### src/rtl/uart_tx_buf.sv
// uart_tx_buf: UART transmitter with a one-byte holding buffer.
// Serializes each accepted byte LSB-first as start, 8 data bits, optional
// parity and 1 or 2 stop bits. The holding register allows the next byte to be
// queued while a frame shifts out, so consecutive frames run with no idle gap.
//
// Ports:
//   clk  - system clock, rising-edge
//   rst  - asynchronous reset, active-high
//   in   - byte to transmit, captured when a write is accepted
//   wr   - write strobe, accepted when the holding buffer is empty
//   out  - serial line, idles high
//   full - holding buffer occupied (writes are dropped while set)
//   busy - combinational: frame in progress or holding buffer occupied
module uart_tx_buf #(
    parameter int unsigned DIV    = 1,
    parameter int unsigned PARITY = 0,
    parameter int unsigned STOP   = 1
) (
    input  logic       clk,
    input  logic       rst,
    input  logic [7:0] in,
    input  logic       wr,
    output logic       out,
    output logic       full,
    output logic       busy
);

    localparam int unsigned   CW         = $clog2(DIV) + 1;
    localparam logic [CW-1:0] CNT_LAST   = CW'(DIV - 1);
    localparam logic          PAR_EN     = (PARITY == 1) || (PARITY == 2);
    localparam logic          PAR_ODD    = (PARITY == 2);
    localparam logic [2:0]    STOP_LAST  = (STOP == 2) ? 3'd1 : 3'd0;

    localparam logic [2:0] S_IDLE  = 3'd0;
    localparam logic [2:0] S_START = 3'd1;
    localparam logic [2:0] S_DATA  = 3'd2;
    localparam logic [2:0] S_PAR   = 3'd3;
    localparam logic [2:0] S_STOP  = 3'd4;

    logic [2:0]    r_state, w_state;
    logic [CW-1:0] r_cnt,   w_cnt;
    logic [2:0]    r_bit,   w_bit;
    logic [7:0]    r_shift, w_shift;
    logic [7:0]    r_hold,  w_hold;
    logic          r_full,  w_full;
    logic          r_out,   w_out;
    logic          r_par,   w_par;
    logic          w_tick;
    logic          w_load;

    // Last cycle of the current serial bit
    assign w_tick = (r_cnt == CNT_LAST);

    // State and datapath registers
    always_ff @(posedge clk or posedge rst) begin
        if (rst) begin
            r_state <= S_IDLE;
            r_cnt   <= '0;
            r_bit   <= 3'd0;
            r_shift <= 8'd0;
            r_hold  <= 8'd0;
            r_full  <= 1'b0;
            r_out   <= 1'b1;
            r_par   <= 1'b0;
        end else begin
            r_state <= w_state;
            r_cnt   <= w_cnt;
            r_bit   <= w_bit;
            r_shift <= w_shift;
            r_hold  <= w_hold;
            r_full  <= w_full;
            r_out   <= w_out;
            r_par   <= w_par;
        end
    end

    // Next-state, write acceptance and serial output
    always_comb begin
        w_state = r_state;
        w_cnt   = r_cnt;
        w_bit   = r_bit;
        w_shift = r_shift;
        w_hold  = r_hold;
        w_full  = r_full;
        w_out   = r_out;
        w_par   = r_par;
        w_load  = 1'b0;

        if (r_state != S_IDLE) begin
            w_cnt = w_tick ? '0 : r_cnt + CW'(1);
        end

        // Acceptance is gated on the registered full flag only
        if (wr && !r_full) begin
            w_hold = in;
            w_full = 1'b1;
        end

        case (r_state)
            S_IDLE: begin
                w_out = 1'b1;
                if (r_full) begin
                    w_load = 1'b1;
                end
            end
            S_START: begin
                if (w_tick) begin
                    w_state = S_DATA;
                    w_out   = r_shift[0];
                    w_bit   = 3'd0;
                end
            end
            S_DATA: begin
                if (w_tick) begin
                    if (r_bit == 3'd7) begin
                        w_bit = 3'd0;
                        if (PAR_EN) begin
                            w_state = S_PAR;
                            w_out   = r_par;
                        end else begin
                            w_state = S_STOP;
                            w_out   = 1'b1;
                        end
                    end else begin
                        w_shift = {1'b0, r_shift[7:1]};
                        w_out   = r_shift[1];
                        w_bit   = r_bit + 3'd1;
                    end
                end
            end
            S_PAR: begin
                if (w_tick) begin
                    w_state = S_STOP;
                    w_out   = 1'b1;
                    w_bit   = 3'd0;
                end
            end
            S_STOP: begin
                if (w_tick) begin
                    if (r_bit == STOP_LAST) begin
                        // Back-to-back: go straight to the next start bit
                        if (r_full) begin
                            w_load = 1'b1;
                        end else begin
                            w_state = S_IDLE;
                            w_out   = 1'b1;
                            w_bit   = 3'd0;
                        end
                    end else begin
                        w_bit = r_bit + 3'd1;
                    end
                end
            end
            default: begin
                w_state = S_IDLE;
                w_out   = 1'b1;
                w_cnt   = '0;
                w_bit   = 3'd0;
            end
        endcase

        // Holding-to-shifter transfer; parity is fixed for the whole frame here
        if (w_load) begin
            w_shift = r_hold;
            w_par   = (^r_hold) ^ PAR_ODD;
            w_full  = 1'b0;
            w_state = S_START;
            w_out   = 1'b0;
            w_cnt   = '0;
            w_bit   = 3'd0;
        end
    end

    assign out  = r_out;
    assign full = r_full;
    assign busy = (r_state != S_IDLE) || r_full;

endmodule

### config.mk
export PLATFORM = sky130hd
export DESIGN_NAME = uart_tx_buf
export DESIGN_NICKNAME = d
export VERILOG_FILES = /design/src/rtl/uart_tx_buf.sv
export SDC_FILE = /design/constraint.sdc
export NUM_CORES = 1
export LEC_CHECK = 0
export CAP_MARGIN = 15
export CORE_AREA = 3 3 50 52
export CTS_BUF_LIST = sky130_fd_sc_hd__clkbuf_4 sky130_fd_sc_hd__clkbuf_8 sky130_fd_sc_hd__clkbuf_16
export CTS_CLUSTER_DIAMETER = 150
export DETAILED_ROUTE_END_ITERATION = 6
export DIE_AREA = 0 0 53 55
export PLACE_DENSITY = 0.86
export SLEW_MARGIN = 20
export SYNTH_ARGS = -nofsm -noshare
export SYNTH_HDL_FRONTEND = slang
export SYNTH_SLANG_ARGS = --single-unit
### constraint.sdc
create_clock -name clk -period 4.9 [get_ports clk]
set_input_delay 0.98 -clock clk [delete_from_list [all_inputs] [get_ports clk]]
set_output_delay 0.98 -clock clk [all_outputs]
set_load 0.05 [all_outputs]
==> results by stage, run 1 <==
Final layout:
- The final-stage net count is 120.
- In the layout the commonest cells are sky130_fd_sc_hd__dfrtp_1 (23), sky130_fd_sc_hd__mux2_1 (13), sky130_fd_sc_hd__clkdlybuf4s50_1 (13).
- The area growth from synthesis to layout is 14.3%.
- The repair_antennas step left the layout with diodes totalling 0.
- The fraction of layout instances using a drive strength above 1 is 0.152.
- Leaving out fill and tap cells, the most frequent cell in the layout is sky130_fd_sc_hd__dfrtp_1.

Synth:
- Synthesis produced a netlist with a net count of 107.
- The number of warnings issued by yosys is 0.
- The total of flip-flops plus latches after synthesis is 24.
- For this run, the register share of the synthesized area comes to 0.518.
- The instance count of the mapped netlist is 93.
- The cell area after synthesis is 1160 sq um.
- After synthesis, the mean cell area works out to 12.5 sq um.
- The number of library cell types mapped by synthesis is 29.

Place:
- Routability-driven placement finished with a final weighted congestion of 0.752.
- The wire-length estimate of the detail-placed layout is 1290 microns.
- Before CTS, the worst setup slack after placement is 2.29 ns.
- During placement, the flow inserted port buffers numbering 13.

Setup path:
- STA classifies the critical path endpoint as a primary output.
- At the worst endpoint, the required time is 3.92 ns.
- STA classifies the critical path startpoint as a flop.
- Along the worst path, the maximum fanout reaches 9.
- STA puts the critical path data arrival time at 1.94 ns.
- The type of the worst setup path is reg2out.

Power and ir drop:
- The leakage component of the power is 0.575 nW.
- The power per unit of standard cell area is 640 nW/um^2.
- IR analysis of the VDD net gives a maximum drop of 353 uV.
- The power consumption is 0.850 mW.

Floorplanning:
- The area of the die is 2920 sq um.
- For this configuration, the core starts out at a cell density of 0.540.
- In this run the count of I/O pins placed on the die edge is 14.
- The floorplan core area is 2150 sq um.
- The die is 55 microns tall.
- The width of the die is 53 microns.
- The number of standard-cell rows in the floorplan is 17.

Clock tree:
- The count of hold buffers inserted by post-cts repair is 0.
- TritonCTS created 3 clock buffers.
- The buffer levels on the longest clock path is 2.
- The cell at the root of the clock tree is sky130_fd_sc_hd__clkbuf_4.
- Once the clock tree was built, the setup fixing pass inserted 0 buffers.
- The post-CTS resize count is 0.
- The CTS tree is built.
- CTS built an H-tree with a depth of 1.
- The clock edge transition at the registers on the reported setup and hold paths is 0.12 ns.
- Clock tree synthesis found a total of 24 sinks.
- The source-to-sink clock delay at the later pin of the worst-skew pair is 0.31 ns.

Route:
- The routed length per instance is 13.0 microns.
- For this block, the initial DRC count from the detailed router was 5.
- The post-detailed-route count of antenna-violating nets is 0.
- The final routed DRC violation total is 0.
- The number of detailed-routing iterations run before antenna repair is 4.
- The final layout contains routed wiring with a total length of 1730 microns.
- The number of vias per cell is 5.41.
- For this block, the via count after detailed routing is 720.

Timing:
- The total setup violations reported at the end of the flow is 0.
- Setup repair after global routing left no endpoint under its margin.
- The clock period could shrink to 2.92 ns.
- Measured against its own limit, the worst slew margin works out to 0.350.
- The upper clock frequency limit is 0.342 GHz.
- The worst-margin pin slew is 0.973 ns.
- The final count of pins violating max slew came to 0.
- The slack of the critical path is 1.98 ns.
- After routing, the total negative slack on setup checks comes to 0 ns.
- The final count of hold timing violations is 0.
- The worst clock skew is 0.000681 ns.
- The post-route fraction of the period consumed by the critical path is 0.596.

Outcome:
- The run finished with clean final reports.

Run:
- The number of max-capacitance violations reported is 0.

GRT:
- The met2 track utilization from global routing is 0.248.
- The number of antenna violations at the first check in global routing is 0.
- The total track usage is 0.144.
- The number of global-route vias before repair is 719.
- The most heavily used metal layer in global routing is met2.
- For this run the aggregate overflow at the end of global routing stands at 0.
- For this run, global-route usage on met3 was measured as 0.0349.
- The fraction of met1 tracks used by global routing is 0.173.
- The largest net degree at the start of global routing is 25.
- The first global-routing pass estimated 3060 microns of wire.

Hold path:
- The path class of the lowest-slack min-delay path is reg2reg.
## kinds of logic (layout without fill, tap and decap cells)
group	after synthesis	count (layout)	synth area share
buffers and inverters	13	25	0.0560
and+or+nand+nor	19	19	0.103
DFF	24	24	0.518
adders and majority gates	3	3	0.0323
muxes	23	23	0.223
xor gates and xnor gates	1	1	0.00754
AOI/OAI and AO/OA	10	10	0.0593
## state kept, by name, indices dropped and copies added, names as in the netlist
name     count
r_bit        3
out          1
r_hold       8
full         1
r_shift      8
r_state      3
## worst max-delay path: stages (launching register included)
cell and delay [ns]:
sky130_fd_sc_hd__dfrtp_1 0.56, sky130_fd_sc_hd__nor2_1 0.11, sky130_fd_sc_hd__nand2_1 0.14, sky130_fd_sc_hd__clkdlybuf4s50_1 0.82
## metal layers
metal	share of wire	vias up	wire, microns
li1	-	345	-
met1	0.45	357	772
met2	0.50	14	865
met3	0.040	4	69
met4	0.012	0	20
met5	0	-	0
## through the flow
step                area (sq um)  cells  utilization  hold slack [ns]
global placement            1290    129        0.601            0.452
CTS                         1330    133        0.618            0.472
detailed placement          1290    129        0.601            0.453
floorplan                   1160     93            -            0.460
finish                      1330    133        0.618            0.469
global route                1330    133        0.618            0.507
## synth_stat cells
cell type	instances	area, sq um
sky130_fd_sc_hd__dfstp_2	1	26.3
sky130_fd_sc_hd__xor2_1	1	8.76
sky130_fd_sc_hd__a31oi_1	1	6.26
sky130_fd_sc_hd__ha_1	3	37.5
sky130_fd_sc_hd__nand3_1	1	5.00
sky130_fd_sc_hd__o21ai_0	1	5.00
sky130_fd_sc_hd__dfrtp_1	23	576
sky130_fd_sc_hd__buf_4	2	15.0
sky130_fd_sc_hd__a21boi_1	1	7.51
sky130_fd_sc_hd__a22oi_1	1	7.51
sky130_fd_sc_hd__buf_6	1	11.3
sky130_fd_sc_hd__mux2_1	13	146
sky130_fd_sc_hd__nor3b_1	3	22.5
sky130_fd_sc_hd__o211ai_1	1	7.51
sky130_fd_sc_hd__nor2_1	7	26.3
sky130_fd_sc_hd__nand2b_1	1	6.26
sky130_fd_sc_hd__o22ai_1	2	12.5
sky130_fd_sc_hd__nand3b_1	1	7.51
sky130_fd_sc_hd__buf_2	1	5.00
sky130_fd_sc_hd__nand2_1	2	7.51
sky130_fd_sc_hd__mux2_2	10	113
sky130_fd_sc_hd__nor4b_1	1	8.76
sky130_fd_sc_hd__clkbuf_1	1	3.75
sky130_fd_sc_hd__o2bb2ai_1	1	8.76
sky130_fd_sc_hd__a32oi_1	1	8.76
sky130_fd_sc_hd__nor4b_4	1	23.8
sky130_fd_sc_hd__inv_1	8	30.0
sky130_fd_sc_hd__a21oi_1	1	5.00
sky130_fd_sc_hd__nor2b_1	2	12.5
## path summary, 6_finish.rpt
check,startpoint,slack [ns],depth (start not counted),end
setup / recovery,r_state[2],1.98,3,busy
hold / removal,out,0.47,2,out
setup reg to reg,r_bit[0],2.67,5,r_shift[3]
hold reg to reg,out,0.47,2,out
max in group asynchronous,rst,3.22,2,r_bit[1]
min in group asynchronous,rst,1.15,2,r_hold[2]
## where the power goes
| group | switching (mW) | leakage, nW | internal (mW) |
|---|---|---|---|
| Clock | 0.0569 | 0.0210 | 0.0454 |
| Sequential | 0.0762 | 0.290 | 0.297 |
| Combinational | 0.178 | 0.264 | 0.196 |
| Total | 0.311 | 0.575 | 0.538 |
## layout make-up
class	instances	area [sq um]
Fill cell	178	821
Sequential cell	24	602
Multi-Input combinational cell	56	494
Timing Repair Buffer	13	130
Clock buffer	4	36.3
Tap cell	28	35.0
Inverter	8	30.0
Power figures use the tool's default switching activity.
==> run 2, diff against run 1 <==
- CORE_AREA: 3 3 50 52 -> 3 3 51 53
- DIE_AREA: 0 0 53 55 -> 0 0 54 56
- PLACE_DENSITY: 0.86 -> 0.84
- clock period: 4.9 -> 2.8 ns (I/O delays scaled with it)
==> run 2 against run 1 <==
Wire length grew 9.0%. Sequential share of layout area shrank 0.51 points. Register-to-register slack lost 2.1 ns. Count of clock-buffer cells in the layout is the same. Sequential power grew 77%. Die area grew 3.7%. Clock power grew 73%. Utilization shrank 0.51 points. Critical path depth is the same. Global-route usage shrank 0.065 points. Cell count grew 1.5%. Clock skew grew 0.0018 ns.
==> results by stage, run 2 (synthesis gave the netlist of run 1 again) <==
Timing:
- The worst-margin pin slew is 0.871 ns (-0.102 ns).
- The slack of the critical path came to 0.254 ns (-1.72 ns).
- The worst clock skew is 0.00246 ns (+0.00178 ns).
- In the finished design, the share of the clock period the worst path needs comes to 0.909.
- Derived from the worst setup path, the maximum achievable clock frequency is 0.393 GHz.
- The setup TNS after final layout is 0 ns (unchanged).
- The final count of pins violating max slew is 0 (unchanged).
- The headroom to the max-slew limit is 0.419 (+0.0690).
- The total setup violations reported at the end of the flow is 0 (unchanged).
- Setup repair after global routing left no endpoint under its margin.
- Counting I/O delays and the setup requirement, the final critical path takes 2.55 ns.
- The final count of hold timing violations was 0 (unchanged).
- The final worst hold slack is 0.474 ns (+0.00521 ns).

Final layout:
- Leaving out fill and tap cells, the most frequent cell in the layout is sky130_fd_sc_hd__dfrtp_1.
- The total inserted antenna cells came to 0 (unchanged).
- The count of fill cells added during filler insertion came to 180 (+1.1%).
- From synthesis to final layout, the design area changed by 15.6%.
- The final-stage net count is 122 (+1.7%).
- The fraction of layout instances using a drive strength above 1 is 0.168 (+0.0158).
- In the final layout, the registers with the most flip-flops are r_hold (8), r_shift (8).
- Leaving out fill and tap cells, the most frequent cells in the layout are sky130_fd_sc_hd__dfrtp_1 (23), sky130_fd_sc_hd__mux2_1 (13), sky130_fd_sc_hd__clkdlybuf4s50_1 (13).
- The final design area excluding fillers was 1340 sq um (+1.1%).

Clock tree:
- The count of hold buffers inserted by post-cts repair is 0 (unchanged).
- The buffer levels on the longest clock path is 2 (unchanged).
- The total number of clock tree sinks is 24 (unchanged).
- The depth of the CTS H-tree is 1 (unchanged).
- The post-CTS resize count is 0 (unchanged).
- The CTS buffer count is 3 (unchanged).
- The clock edge transition at the registers on the reported setup and hold paths was 0.12 ns (about the same).
- The setup fix buffers added after clock tree synthesis is 0 (unchanged).
- The source-to-sink clock delay at the later pin of the worst-skew pair is 0.30 ns (about the same).
- The tree is rooted in a sky130_fd_sc_hd__clkbuf_4.
- TritonCTS built the clock tree.

Setup path:
- The nature of the critical path startpoint is a flop.
- The depth of the critical timing path with buffers and inverters included was 3 (unchanged).
- The kind of capture point of the worst setup path is a primary output.
- The sum of buffers and inverters on the critical path is 1 (unchanged).
- The critical path is of the reg2out type.
- The number of cells traversed by the worst register-to-register path is 5 (unchanged).
- Walking the worst path, the cells encountered are nor2_1 -> nand2_1 -> clkdlybuf4s50_1.
- The arrival time at the worst endpoint is 1.99 ns (+0.05 ns).
- The maximum fanout count along the critical path is 9 (unchanged).
- Broken down by cell family, the worst path's largest delay share belongs to buffers and inverters.
- The data required time of the critical path came to 2.24 ns (-1.68 ns).
- The slowest stage cell on the critical path is sky130_fd_sc_hd__clkdlybuf4s50_1.
- The worst stage delay on the critical path is 0.82 ns (about the same).

Route:
- The post-detailed-route count of antenna-violating nets is 0 (unchanged).
- The met1 wire length is 851 microns (+10%).
- The highest layer touched by signal routing is met3.
- The routed length per instance is 13.9 microns (+7.4%).
- The met3 wirelength from detailed routing is 92 microns (+33%).
- The number of vias per cell was 5.39 (-0.52%).
- The total wirelength of the detailed-routed design is 1880 microns (+9.0%).
- The detailed route wirelength on metal2 is 938 microns (+8.4%).
- The final routed DRC violation total is 0 (unchanged).
- The via total after detailed routing is 727 (+0.97%).
- The number of DRC markers after the initial detailed-route iteration is 5 (unchanged).
- The number of detailed-routing iterations run before antenna repair came to 4 (unchanged).

Floorplanning:
- The floorplan core area is 2190 sq um (+2.0%).
- The vertical die dimension is 56 microns (+1.8%).
- The starting density of the core was 0.530 (-0.0105).
- The area of the die is 3020 sq um (+3.7%).
- The number of top-level design ports is 14 (unchanged).
- The number of standard-cell rows in the floorplan came to 17 (unchanged).
- The width of the die is 54 microns (+1.9%).

GRT:
- The overflow left after global routing is 0 (unchanged).
- The total track usage came to 0.144 (-0.000648).
- The global-route wire length before repair came to 3280 microns (+7.2%).
- The number of global-route vias before repair is 757 (+5.3%).
- The largest net degree at the start of global routing came to 25 (unchanged).
- The number of antenna violations at the first check in global routing came to 0 (unchanged).

Run:
- The number of max-capacitance violations reported was 0 (unchanged).

Place:
- The placement-stage cell area came to 1310 sq um (+1.2%).
- The worst setup slack before clock tree synthesis was 0.596 ns (-1.70 ns).
- The total of buffers placed on input and output ports came to 13 (unchanged).
- The final weighted congestion in routability-driven placement is 0.723 (-3.9%).
- The detailed placer's ending HPWL was 1400 microns (+8.2%).

Power and ir drop:
- The leakage component of the power came to 0.585 nW (+1.8%).
- The power per unit of standard cell area is 1130 nW/um^2 (+76%).
- The worst vdd rail ir drop is 662 uV (+88%).
- The power consumption was 1.51 mW (+78%).

Hold path:
- The worst hold path cell count is 2 (unchanged).
- The tightest min-delay check is of the reg2reg type.

Outcome:
- The flow ran to the end, and the final reports show no timing, DRC or antenna violations.
[run 2: cell types whose count changed in the layout (fill, tap and decap cells not counted)]
| cell | delta |
|---|---|
| sky130_fd_sc_hd__buf_4 | +2 |
[run 2: cell type report]
cell class              count  area [sq um]  area share
well taps                  28          35.0      0.0261
clock buffers               4          36.3      0.0270
repair buffers             15           145       0.108
multi-input cells          56           494       0.368
flip-flops and latches     24           602       0.448
inverters                   8          30.0      0.0224
[run 2: final timing paths]
path / from / to / slack, ns
max reg2reg: r_bit[0] / r_shift[2] / 0.62
max in group asynchronous: rst / r_bit[0] / 1.55
min reg2reg: out / out / 0.47
max: r_state[2] / busy / 0.25
min in group asynchronous: rst / r_shift[3] / 0.72
min: out / out / 0.47
[run 2: report_power, final]
group	total, mW	switching, mW	internal [mW]
Sequential	0.660	0.140	0.520
Combinational	0.679	0.322	0.357
Clock	0.176	0.0967	0.0793
Total	1.51	0.558	0.957
[run 2: tightest hold or removal path, cell delays in order, from the launching register on]
cell and delay (ns):
sky130_fd_sc_hd__dfstp_2 0.39, sky130_fd_sc_hd__inv_1 0.04, sky130_fd_sc_hd__o2bb2ai_1 0.05
[run 2: per-stage QoR]
stage | util | std cells
2_1_floorplan | - | 93
3_3_place_gp | 0.596 | 131
3_5_place_dp | 0.596 | 131
4_1_cts | 0.613 | 135
5_1_grt | 0.613 | 135
6_report | 0.613 | 135
[run 2: per-layer routing]
metal  up-vias  global-route usage
met2        12               0.240
li1        348                   -
met3         0              0.0375
met1       367               0.176
met4         0              0.0427
met5         -                   0
==> run 3, diff against run 2 <==
- TNS_END_PERCENT: default -> 5
- clock period: 2.8 -> 2.6 ns (I/O delays scaled with it)
==> run 3 against run 2 <==
Critical path depth is 2 higher. Register-to-register slack got worse by 0.21 ns. Via count up 0.41%. Critical path type is now reg2reg. Largest cell class unchanged.
==> results by stage, run 3 (synthesis gave the netlist of run 1 again) <==
Setup path:
- The kind of capture point of the worst setup path is a flop.
- Traced cell by cell, the critical path runs through ha_1 -> ha_1 -> nor4b_4 -> mux2_1 -> mux2_1.
- The critical path is of the reg2reg type.
- The worst stage delay on the critical path came to 0.53 ns (-0.29 ns).
- The data required time of the critical path is 2.81 ns (+0.57 ns).
- The sum of buffers and inverters on the critical path was 0 (-1).
- The arrival time at the worst endpoint is 2.40 ns (+0.41 ns).
- The nature of the critical path startpoint is a flop.
- The critical path's top delay family is multiplexers.
- The maximum fanout count along the critical path is 9 (unchanged).
- The largest individual stage delay along the critical path comes from the cell sky130_fd_sc_hd__nor4b_4.

Floorplanning:
- The number of top-level design ports was 14 (unchanged).
- The width of the die is 54 microns (unchanged).
- The starting density of the core is 0.530 (unchanged).
- The floorplan core area is 2190 sq um (unchanged).
- The number of standard-cell rows in the floorplan is 17 (unchanged).
- The vertical die dimension is 56 microns (unchanged).
- The area of the die is 3020 sq um (unchanged).

Timing:
- The setup TNS after final layout is 0 ns (unchanged).
- The final count of hold timing violations is 0 (unchanged).
- The worst-margin pin slew is 0.575 ns (-0.296 ns).
- The final worst hold slack was 0.477 ns (+0.00265 ns).
- The final count of pins violating max slew was 0 (unchanged).
- Setup repair after global routing left no endpoint under its margin.
- The total setup violations reported at the end of the flow is 0 (unchanged).
- Subtracting the final worst setup slack from the clock period gives 2.19 ns.
- The post-route fraction of the period consumed by the critical path is 0.842.
- For this run, the top clock speed supported by timing is 0.457 GHz.
- The headroom to the max-slew limit was 0.615 (+0.196).
- The worst clock skew came to 0.00349 ns (+0.00103 ns).

Route:
- The final routed DRC violation total is 0 (unchanged).
- The total wirelength of the detailed-routed design came to 1910 microns (+1.4%).
- The via total after detailed routing is 730 (+0.41%).
- The number of detailed-routing iterations run before antenna repair is 5 (+1).
- The number of DRC markers after the initial detailed-route iteration was 9 (+4).
- The routed length per instance came to 14.0 microns (+0.64%).
- The post-detailed-route count of antenna-violating nets came to 0 (unchanged).
- The number of vias per cell is 5.37 (-0.33%).

Clock tree:
- The clock edge transition at the registers on the reported setup and hold paths came to 0.13 ns (about the same).
- The CTS tree is built.
- The CTS buffer count came to 3 (unchanged).
- The total number of clock tree sinks is 24 (unchanged).
- The depth of the CTS H-tree was 1 (unchanged).
- The count of hold buffers inserted by post-cts repair is 0 (unchanged).
- CTS placed an instance of sky130_fd_sc_hd__clkbuf_4 at the clock tree root.
- The buffer levels on the longest clock path is 2 (unchanged).
- The source-to-sink clock delay at the later pin of the worst-skew pair is 0.32 ns (+0.02 ns).

Place:
- The total of buffers placed on input and output ports was 13 (unchanged).
- The number of placed cells counting well taps is 132 (+0.76%).
- The final weighted congestion in routability-driven placement is 0.727 (+0.61%).
- The detailed placer's ending HPWL is 1450 microns (+3.9%).
- The placement-stage cell area came to 1310 sq um (+0.57%).

Final layout:
- In the final layout, the registers with the most flip-flops are r_hold (8), r_shift (8).
- In the layout the commonest cells are sky130_fd_sc_hd__dfrtp_1 (23), sky130_fd_sc_hd__mux2_1 (13), sky130_fd_sc_hd__clkdlybuf4s50_1 (12).
- The leading cell type in the layout, fill and taps excluded is sky130_fd_sc_hd__dfrtp_1.
- The final design area excluding fillers came to 1350 sq um (+0.75%).
- The non-filler instance count after layout was 136 (+0.74%).
- The final-stage net count is 123 (+0.82%).
- The total inserted antenna cells is 0 (unchanged).
- The fraction of layout instances using a drive strength above 1 is 0.176 (+0.00770).
- The area growth from synthesis to layout is 16.5%.

GRT:
- The layer flagged by global routing as most heavily used is met2.
- The met3 global-route usage is 0.0429 (+0.00536).
- The total track usage came to 0.158 (+0.0147).
- The met2 track utilization from global routing is 0.244 (+0.00346).
- The fraction of met1 tracks used by global routing was 0.189 (+0.0129).
- The largest net degree at the start of global routing was 25 (unchanged).
- The global-route wire length before repair came to 3440 microns (+4.6%).
- The overflow left after global routing was 0 (unchanged).
- The number of global-route vias before repair came to 769 (+1.6%).
- The number of antenna violations at the first check in global routing is 0 (unchanged).

Hold path:
- The tightest min-delay check is of the reg2reg type.

Power and ir drop:
- The worst vdd rail ir drop is 584 uV (-12%).
- The power per unit of standard cell area was 1210 nW/um^2 (+7.0%).
- The leakage component of the power is 0.593 nW (+1.3%).

Outcome:
- The run finished with clean final reports.

Run:
- The number of max-capacitance violations reported is 0 (unchanged).
[run 3: where the power goes]
part / switching (mW) / leakage [nW] / internal [mW]
logic: 0.345 / 0.282 / 0.385
clock network: 0.110 / 0.0210 / 0.0857
registers: 0.147 / 0.290 / 0.560
total: 0.602 / 0.593 / 1.03
[run 3: cell type report]
cell class | instances | area, sq um
clock buffers | 4 | 36.3
repair buffers | 16 | 155
fillers | 179 | 838
flip-flops and latches | 24 | 602
inverters | 8 | 30.0
well taps | 28 | 35.0
multi-input cells | 56 | 494
[run 3: final timing paths]
path	from	end	slack, ns	depth (start not counted)
setup reg to reg	r_bit[0]	r_shift[6]	0.41	5
max in group asynchronous	rst	out	1.80	3
hold reg to reg	out	out	0.48	2
setup / recovery	r_bit[0]	r_shift[6]	0.41	5
min in group asynchronous	rst	r_shift[3]	0.52	3
hold / removal	out	out	0.48	2
[run 3: through the flow]
stage | power [mW] | util | setup slack [ns]
6_report | 1.63 | 0.617 | 0.412
3_5_place_dp | 1.46 | 0.600 | 0.410
4_1_cts | 1.65 | 0.616 | 0.0763
2_1_floorplan | 1.29 | - | 0.596
5_1_grt | 1.78 | 0.617 | 0.263
3_3_place_gp | 1.41 | 0.600 | 0.494
[run 3: metal layers]
metal / part of all wire / wire [microns] / vias up
li1: - / - / 351
met1: 0.41 / 787 / 353
met2: 0.51 / 968 / 19
met3: 0.042 / 81 / 7
met4: 0.037 / 70 / 0
met5: 0 / 0 / -
[run 3: tightest hold or removal path, stage by stage (launching register included)]
cell	delay, ns
sky130_fd_sc_hd__dfstp_2	0.39
sky130_fd_sc_hd__inv_1	0.04
sky130_fd_sc_hd__o2bb2ai_1	0.06
[run 3: what timing repair did]
| action | CTS | global route |
|---|---|---|
| setup endpoints to repair | 0 | 1 |
| resized for setup | 0 | 1 |
| setup buffers | 0 | 0 |
